===== config.mk =====
export PLATFORM = sky130hd
export DESIGN_NAME = pwm_decoder
export DESIGN_NICKNAME = d
export VERILOG_FILES = /design/src/rtl/pwm_pkg.sv /design/src/rtl/pwm_edge_sync.sv /design/src/rtl/pwm_decoder.sv
export SDC_FILE = /design/constraint.sdc
export NUM_CORES = 1
export LEC_CHECK = 0
export ABC_AREA = 1
export BUFFER_PORTS_ARGS = -buffer_cell sky130_fd_sc_hd__buf_2
export CAP_MARGIN = 10
export CORE_MARGIN = 3
export CORE_UTILIZATION = 35
export CTS_BUF_LIST = sky130_fd_sc_hd__clkbuf_2
export CTS_CLUSTER_SIZE = 8
export DETAILED_ROUTE_END_ITERATION = 7
export SYNTH_ARGS = -nofsm -noshare
export SYNTH_HDL_FRONTEND = slang
export SYNTH_SLANG_ARGS = --single-unit

===== constraint.sdc =====
create_clock -name clk -period 1.85 [get_ports clk]
set_clock_uncertainty 0.2 [all_clocks]
set_input_delay 0.0925 -clock clk [delete_from_list [all_inputs] [get_ports clk]]
set_output_delay 0.0925 -clock clk [all_outputs]
set_load 0.02 [all_outputs]

===== src/rtl/pwm_pkg.sv =====
// pwm_pkg -- constants and types shared by the PWM decoder slice.
//   Generator width constants and period, the midpoint thresholds derived from
//   them, the stuck-input timeout, the speed code type and the decoder FSM state.
package pwm_pkg;

    localparam int unsigned CNT_W      = 21;

    // Speed generator reference: period and nominal high widths per speed code
    localparam int unsigned GEN_PERIOD = 1 << 20;
    localparam int unsigned GEN_W0     = 0;
    localparam int unsigned GEN_W1     = 400000;
    localparam int unsigned GEN_W2     = 524288;
    localparam int unsigned GEN_W3     = 720000;

    // Decision thresholds sit midway between neighbouring generator widths
    localparam int unsigned TH1        = (GEN_W0 + GEN_W1) / 2;
    localparam int unsigned TH2        = (GEN_W1 + GEN_W2) / 2;
    localparam int unsigned TH3        = (GEN_W2 + GEN_W3) / 2;

    // 1.5 generator periods without an edge means the input is static
    localparam int unsigned TIMEOUT    = GEN_PERIOD + GEN_PERIOD / 2;

    typedef enum logic [1:0] {
        SPEED_0 = 2'd0,
        SPEED_1 = 2'd1,
        SPEED_2 = 2'd2,
        SPEED_3 = 2'd3
    } speed_t;

    typedef enum logic [1:0] {
        ST_IDLE = 2'd0,
        ST_HIGH = 2'd1,
        ST_LOW  = 2'd2
    } state_t;

endpackage


===== src/rtl/pwm_edge_sync.sv =====
// pwm_edge_sync -- three-flop synchronizer with edge detection.
//   clk, reset : system clock, synchronous active-high reset
//   async_i    : asynchronous input
//   level_o    : synchronized level (second flop)
//   rise_o     : one-cycle pulse on a synchronized rising edge
//   fall_o     : one-cycle pulse on a synchronized falling edge
module pwm_edge_sync (
    input  logic clk,
    input  logic reset,
    input  logic async_i,
    output logic level_o,
    output logic rise_o,
    output logic fall_o
);

    logic s1_q;
    logic s2_q;
    logic s3_q;

    always_ff @(posedge clk) begin
        if (reset) begin
            s1_q <= 1'b0;
            s2_q <= 1'b0;
            s3_q <= 1'b0;
        end else begin
            s1_q <= async_i;
            s2_q <= s1_q;
            s3_q <= s2_q;
        end
    end

    // s1 may be metastable; edges are taken between the two settled flops
    assign level_o = s2_q;
    assign rise_o  = s2_q & ~s3_q;
    assign fall_o  = ~s2_q & s3_q;

endmodule


===== src/rtl/pwm_decoder.sv =====
// pwm_decoder -- measures high time and period of an asynchronous PWM input
// and decodes the high time into a 2-bit speed code; flags a static input.
//   clk, reset  : system clock, synchronous active-high reset
//   en          : measurement enable; low forces IDLE and clears the counter
//   pwm_in      : asynchronous PWM input
//   high_time   : last measured high time in clk cycles
//   period      : last measured period in clk cycles
//   speed       : decoded speed code
//   meas_valid  : one-cycle pulse whenever the outputs above update
//   stuck       : input static for longer than TIMEOUT cycles
//   stuck_level : pwm_in level when stuck was declared
module pwm_decoder #(
    parameter int unsigned CNT_W   = pwm_pkg::CNT_W,
    parameter int unsigned TIMEOUT = pwm_pkg::TIMEOUT,
    parameter int unsigned TH1     = pwm_pkg::TH1,
    parameter int unsigned TH2     = pwm_pkg::TH2,
    parameter int unsigned TH3     = pwm_pkg::TH3
) (
    input  logic               clk,
    input  logic               reset,
    input  logic               en,
    input  logic               pwm_in,
    output logic [CNT_W-1:0]   high_time,
    output logic [CNT_W-1:0]   period,
    output pwm_pkg::speed_t    speed,
    output logic               meas_valid,
    output logic               stuck,
    output logic               stuck_level
);

    import pwm_pkg::*;

    localparam logic [CNT_W-1:0] TIMEOUT_C = CNT_W'(TIMEOUT);
    localparam logic [CNT_W-1:0] TH1_C     = CNT_W'(TH1);
    localparam logic [CNT_W-1:0] TH2_C     = CNT_W'(TH2);
    localparam logic [CNT_W-1:0] TH3_C     = CNT_W'(TH3);

    logic level;
    logic rise;
    logic fall;

    pwm_edge_sync u_sync (
        .clk     (clk),
        .reset   (reset),
        .async_i (pwm_in),
        .level_o (level),
        .rise_o  (rise),
        .fall_o  (fall)
    );

    state_t           state_q;
    logic [CNT_W-1:0] per_cnt_q;
    logic [CNT_W-1:0] per_cnt_d;
    logic [CNT_W-1:0] hi_cap_q;
    logic [CNT_W-1:0] high_time_q;
    logic [CNT_W-1:0] period_q;
    speed_t           speed_q;
    logic             meas_valid_q;
    logic             stuck_q;
    logic             stuck_level_q;

    function automatic speed_t decode(input logic [CNT_W-1:0] h);
        if (h < TH1_C) begin
            return SPEED_0;
        end else if (h < TH2_C) begin
            return SPEED_1;
        end else if (h < TH3_C) begin
            return SPEED_2;
        end else begin
            return SPEED_3;
        end
    endfunction

    // Saturating increment: the counter never wraps, it parks at TIMEOUT
    always_comb begin
        per_cnt_d = per_cnt_q;
        if (per_cnt_q != TIMEOUT_C) begin
            per_cnt_d = per_cnt_q + 1'b1;
        end
    end

    always_ff @(posedge clk) begin
        if (reset) begin
            state_q       <= ST_IDLE;
            per_cnt_q     <= '0;
            hi_cap_q      <= '0;
            high_time_q   <= '0;
            period_q      <= '0;
            speed_q       <= SPEED_0;
            meas_valid_q  <= 1'b0;
            stuck_q       <= 1'b0;
            stuck_level_q <= 1'b0;
        end else begin
            meas_valid_q <= 1'b0;
            if (!en) begin
                state_q   <= ST_IDLE;
                per_cnt_q <= '0;
            end else if (rise) begin
                // Every rise restarts the period count; only a rise that
                // closes a full high+low cycle produces a measurement.
                per_cnt_q <= CNT_W'(1);
                state_q   <= ST_HIGH;
                if (state_q == ST_LOW) begin
                    period_q     <= per_cnt_q;
                    high_time_q  <= hi_cap_q;
                    speed_q      <= decode(hi_cap_q);
                    stuck_q      <= 1'b0;
                    meas_valid_q <= 1'b1;
                end
            end else if (fall) begin
                per_cnt_q <= per_cnt_d;
                if (state_q == ST_HIGH) begin
                    hi_cap_q <= per_cnt_q;
                    state_q  <= ST_LOW;
                end
            end else if (per_cnt_q == TIMEOUT_C) begin
                // Edges take priority, so this branch only sees a static input
                meas_valid_q  <= 1'b1;
                stuck_q       <= 1'b1;
                stuck_level_q <= level;
                high_time_q   <= '0;
                period_q      <= '0;
                speed_q       <= level ? SPEED_3 : SPEED_0;
                per_cnt_q     <= '0;
                state_q       <= ST_IDLE;
            end else begin
                per_cnt_q <= per_cnt_d;
            end
        end
    end

    assign high_time   = high_time_q;
    assign period      = period_q;
    assign speed       = speed_q;
    assign meas_valid  = meas_valid_q;
    assign stuck       = stuck_q;
    assign stuck_level = stuck_level_q;

endmodule


### Word-level counts from Yosys, hierarchy flattened

Cells that the tools add are included.

* register bits: 94

* bitwise operators: 7
* reduce and logical (&&, ||, !) cells: 10
* equality and inequality tests: 8
* order comparisons: 3
* add/sub/neg operators: 1
* multiplexer cells: 30

Operator list (count)
* $mux W21: 9
* $add A21 B1 Y21 const B: 1
* $eq A21 B21 Y1 const B: 1
* $lt A21 B18 Y1 const B: 1
* $lt A21 B19 Y1 const B: 1
* $lt A21 B20 Y1 const B: 1
* $ne A21 B21 Y1 const B: 1
* $mux W2: 10
* $reduce_and A4 Y1: 3
* $mux W1: 11
* $not A1 Y1: 5
* $ne A2 B1 Y1 const B: 2
* $reduce_and A2 Y1: 2
* $reduce_bool A2 Y1: 2
* $ne A3 B2 Y1 const B: 1
* $reduce_bool A3 Y1: 1
* $reduce_or A3 Y1: 1
* $and A1 B1 Y1: 2
* $eq A2 B1 Y1 const B: 1
* $eq A2 B2 Y1 const B: 1
* $ne A2 B2 Y1 const B: 1
* $reduce_or A2 Y1: 1

### Depth between registers and ports, before layout

* depth in word-level cells: 6
* mapped depth: 11
* depth with buffers taken out: 11

### Hierarchy

A second synthesis with hierarchy kept.

* cells, all modules: 644
* area, all modules: 4317.9 um^2

Modules (own cells, without submodules)
* pwm_decoder: area an instance 4224.1 um^2, instances 1, cells each 632
* pwm_edge_sync: area an instance 93.8 um^2, instances 1, cells each 12

### Worst setup path after synthesis

OpenSTA, ideal clock, no wires.

* path kind: flip-flop to flip-flop
* from: register per_cnt_q[0]
* to: register per_cnt_q[0]
* buffers on the path: 0
* cell stages (with the launch flop): 10
* data arrival time: 1518 ps
* setup slack: 16 ps
* library setup time: 116 ps
* data required time: 1534 ps
* cells stage by stage: dfxtp_1 inv_1 ha_1 nand2_1 nor3_1 nand3_2 ha_1 o21ai_0 o21ai_0 inv_1

* word-level cells in the longest chain between the ends: 5
* elaborated cells on any way between the ends: 7
* classes of those cells: 1 x add/sub; 2 x eq/ne; 4 x mux

Ends and longest elaborated chain
* start: declaration: line pwm_decoder.sv:52 `logic [CNT_W-1:0] per_cnt_q;`
* start signal: assignment: line pwm_decoder.sv:111 `per_cnt_q <= per_cnt_d;`
* start signal: assignment: line pwm_decoder.sv:127 `per_cnt_q <= per_cnt_d;`
* $add A21 B1 Y21 or $ne A21 B21 Y1 (tied branches): line pwm_decoder.sv:78, pwm_decoder.sv:77
* $mux W21: line pwm_decoder.sv:77 `if (per_cnt_q != TIMEOUT_C) begin`
* $mux W21: line pwm_decoder.sv:116 `end else if (per_cnt_q == TIMEOUT_C) begin`
* $mux W21 *: line pwm_decoder.sv:110 `end else if (fall) begin`
* $mux W1 *: line pwm_decoder.sv:98 `end else if (rise) begin`

Mark *: on every way between the ends. The rest lies on a longest branch, timed or not.
A chain may end at the register's enable or synchronous reset.

### Worst setup path after layout

* from: register per_cnt_q[0]
* to: register high_time_q[3] (netlist: high_time[3])

* word-level cells in the longest chain between the ends: 3

Ends and longest elaborated chain
* $eq A21 B21 Y1: line pwm_decoder.sv:116
* $reduce_bool A2 Y1 (no source line)
* $reduce_and A4 Y1 (no source line)
* end signal: assignment: line pwm_decoder.sv:105 `high_time_q <= hi_cap_q;`
* end: declaration: line pwm_decoder.sv:55 `logic [CNT_W-1:0] high_time_q;`

No other way between the ends.

==> flow_metrics.tcl <==
set metrics [dict create \
    synth.avg_cell_area_um2 7.232 \
    start_util_pct 36.39 \
    synth-adder-area-share_pct 1.559 \
    grt_max_degree 37 \
    synth_xor_area_share_pct 1.527 \
    rows 38 \
    cts_buffer_depth 2 \
    post-route-period-util_pct 100.7 \
    fin_hold_ws_ps 132.9 \
    gr-total-overflow 0 \
    syn-cell-area_mm2 0.004014 \
    setup_slack_ps -13.51 \
    path_class "flip-flop to flip-flop" \
    hp-start "reset" \
    cts_inserted_buffers 9 \
    max-slew-margin-rel_pct 68.13 \
    p_leak_uw 0.002228 \
    netlist_instances 555 \
    wl_per_cell_um 14.33 \
    reg2reg_from "per_cnt_q[0]$_SDFF_PP0_" \
    grt_pass1_vias 3755 \
    dieArea_mm2 0.01279 \
    postRouteAntennaNets 0 \
    timing.rr.end "high_time[3]$_SDFFE_PP0P_" \
    whs_path_depth 5 \
    hold_path_class "primary input to flip-flop" \
    synth-seq-cells 94 \
    status "finished, violations left" \
    setup_viol 8 \
    crit_path_end_kind "flip-flop" \
    htreeDepth 3 \
    yosysUniqueCellTypes 33 \
    finalMaxSlewViolations 0 \
    place_ws_ps -83.43 \
    total_power_uw 3108 \
    r2r_slack_ps -10 \
    worst_pin_slew_ps 478.1 \
    path_cells "inv_4 -> ha_4 -> nand2_4 -> nor3_4 -> nand4_1 -> nand2_2 -> nand2_8 -> clkbuf_16 -> nand2_4 -> a21oi_1" \
    hpwl_um 7614 \
    synthMuxAreaShare_pct 0 \
    clkTransAtPathRegs_ps 260 \
    maxCapViolCount 0 \
    cp_top_family "simple AND/OR/NAND/NOR gates" \
    grt.total_usage_pct 16.68 \
    drt-initial-drc-count 199 \
    startpoint_type "flip-flop" \
    synth_compound_area_share_pct 12.97 \
    dr.pass1.iters 4 \
    p_per_area_mw_per_mm2 573.9 \
    final_common_cell "nand2_1" \
    synth_top_family_by_area "simple AND/OR/NAND/NOR gates" \
    cts_tree "done" \
    io_pins 51 \
    rsz0062_at_grt "true" \
    die_y_um 113.1 \
    crit_fanout 8 \
    root_buffer "clkbuf_2" \
    crit_top_cell "nand2_4" \
    peakVddDrop_v 0.0002264 \
    synth_fp_nets 564 \
    r2r_cells 10 \
    layout_min_cycle_time_ps 1864 \
    yosysSeqAreaShare_pct 46.88 \
    cpMaxStageDelayCell "dfxtp_4" \
    worstPathArrival_ps 2150 \
    clk_latency_ps 610 \
    ys_warn_count 0 \
    coreArea_mm2 0.01103 \
    final-hold-violation-count 0 \
    worst_ep_required_time_ps 2140 \
    worst_path_largest_cell_delay_ps 420 \
    drc 0 \
    nNetsFinal 670 \
    drive_gt1_share_pct 31.83 \
    portBuffers 50 \
    violations "setup timing" \
    antenna_found_initial 0 \
    place_congestion 0.8804 \
    num_vias 3966 \
    avgViaCountPerCell 4.921 \
    grt_pass1_wl_um 17310 \
    die_x_um 113.1 \
    syn_to_final_growth_pct 34.94 \
    cp_num_buf_inv 2 \
    fill_cells 1103 \
    final_cell_mix "116 x nand2_1, 88 x dfxtp_1, 70 x nor2_1, 54 x a21oi_1, 50 x buf_2" \
    clock_sinks 94 \
    yosys.area_share.simple_pct 28.77 \
    antenna_cells 0 \
    fmax_ghz 0.5366 \
    wl_um 11550 \
    holdPathEnd "stuck_level$_SDFFE_PP0P_" \
]
## through the flow
step	instances	instance area [um2]	util, %	TNS [ps]
2_1_floorplan	555	4014	-	0
3_3_place_gp	768	4661	42.25	-69.47
3_5_place_dp	768	4661	42.25	-1933
4_1_cts	791	4836	43.84	-18.49
5_1_grt	806	5416	49.10	-3771
6_report	806	5416	49.10	-64.18
## power by group
| part | switching [uW] | internal (uW) |
|---|---|---|
| combinational | 90.5 | 57.6 |
| sequential | 7.04 | 2040 |
| clock | 731 | 187 |
| total | 828 | 2280 |
## registers in the layout, indices dropped and copies added (netlist names)
signal          flops
period             21
u_sync.s1_q         1
high_time          21
u_sync.level_o      1
per_cnt_q          21
u_sync.s3_q         1
state_q             2
stuck_level         1
hi_cap_q           21
stuck               1
speed               2
meas_valid          1
## how the worst max path moves through the flow
stage,to,startpoint,slack [ps],cells after the start
after floorplan,per_cnt_q[0]$_SDFF_PP0_,per_cnt_q[0]$_SDFF_PP0_,20,9
after global placement,speed[0]$_SDFFE_PP0P_,per_cnt_q[0]$_SDFF_PP0_,-40,10
after detailed placement,speed[0]$_SDFFE_PP0P_,per_cnt_q[0]$_SDFF_PP0_,-80,10
after CTS,speed[0]$_SDFFE_PP0P_,per_cnt_q[0]$_SDFF_PP0_,-20,11
after global routing,speed[0]$_SDFFE_PP0P_,per_cnt_q[0]$_SDFF_PP0_,-120,11
final,high_time[3]$_SDFFE_PP0P_,per_cnt_q[0]$_SDFF_PP0_,-10,10
## metal layers
metal	vias up	GRT usage (%)	wire, um
met2	71	27.92	5796
li1	1994	-	-
met4	0	8.413	335
met3	23	2.567	484
met1	1878	20.83	4936
met5	-	0	0
## repair_timing
item | 4_1_cts | 5_1_grt
endpoints found under the hold margin | 94 | 0
cloned | 0 | 7
endpoints found under the setup margin | 54 | 76
setup buffers | 2 | 8
pin swaps | 2 | 14
hold buffers | 5 | 0
resized for setup | 6 | 105
## Yosys cell counts, drive strengths merged
cell type,number,area (um2)
nor3b,1,7.510
nand3b,1,7.510
o21ai,28,143.9
o21a,1,7.510
buf,13,87.58
ha,5,62.56
nand3,28,145.1
clkbuf,9,53.81
inv,51,191.4
nor2,78,305.3
xnor2,1,8.760
nor3,15,96.35
or2,1,6.260
o211ai,1,7.510
a31oi,1,6.260
dfxtp,94,1882
nand4,6,43.79
a21oi,71,355.3
nand2,144,543.0
xor2,6,52.55
## worst min-delay path, cell delays in order
cell	delay [ps]
dlygate4sd3_1	520
buf_2	130
inv_1	60
nand2_1	70
nor2_1	30
## area by class of cell
| class | count | area [um2] | share of cell area (%) |
|---|---|---|---|
| Sequential cell | 94 | 1897 | 35.02 |
| Timing Repair Buffer | 117 | 904.6 | 16.70 |
| Tap cell | 140 | 175.2 | 3.234 |
| Inverter | 51 | 196.4 | 3.627 |
| Clock buffer | 11 | 55.05 | 1.016 |
| Multi-Input combinational cell | 388 | 2153 | 39.76 |
| Clock inverter | 5 | 35.03 | 0.6468 |
## logic make-up after synthesis
group | Yosys count
AND/OR/NAND/NOR | 274
AO/OA/AOI/OAI | 102
flip-flops | 94
buffers and inverters | 73
XOR/XNOR | 7
adder cells (fa/ha/maj) | 5
No activity file was read; power rests on OpenSTA's default activity.
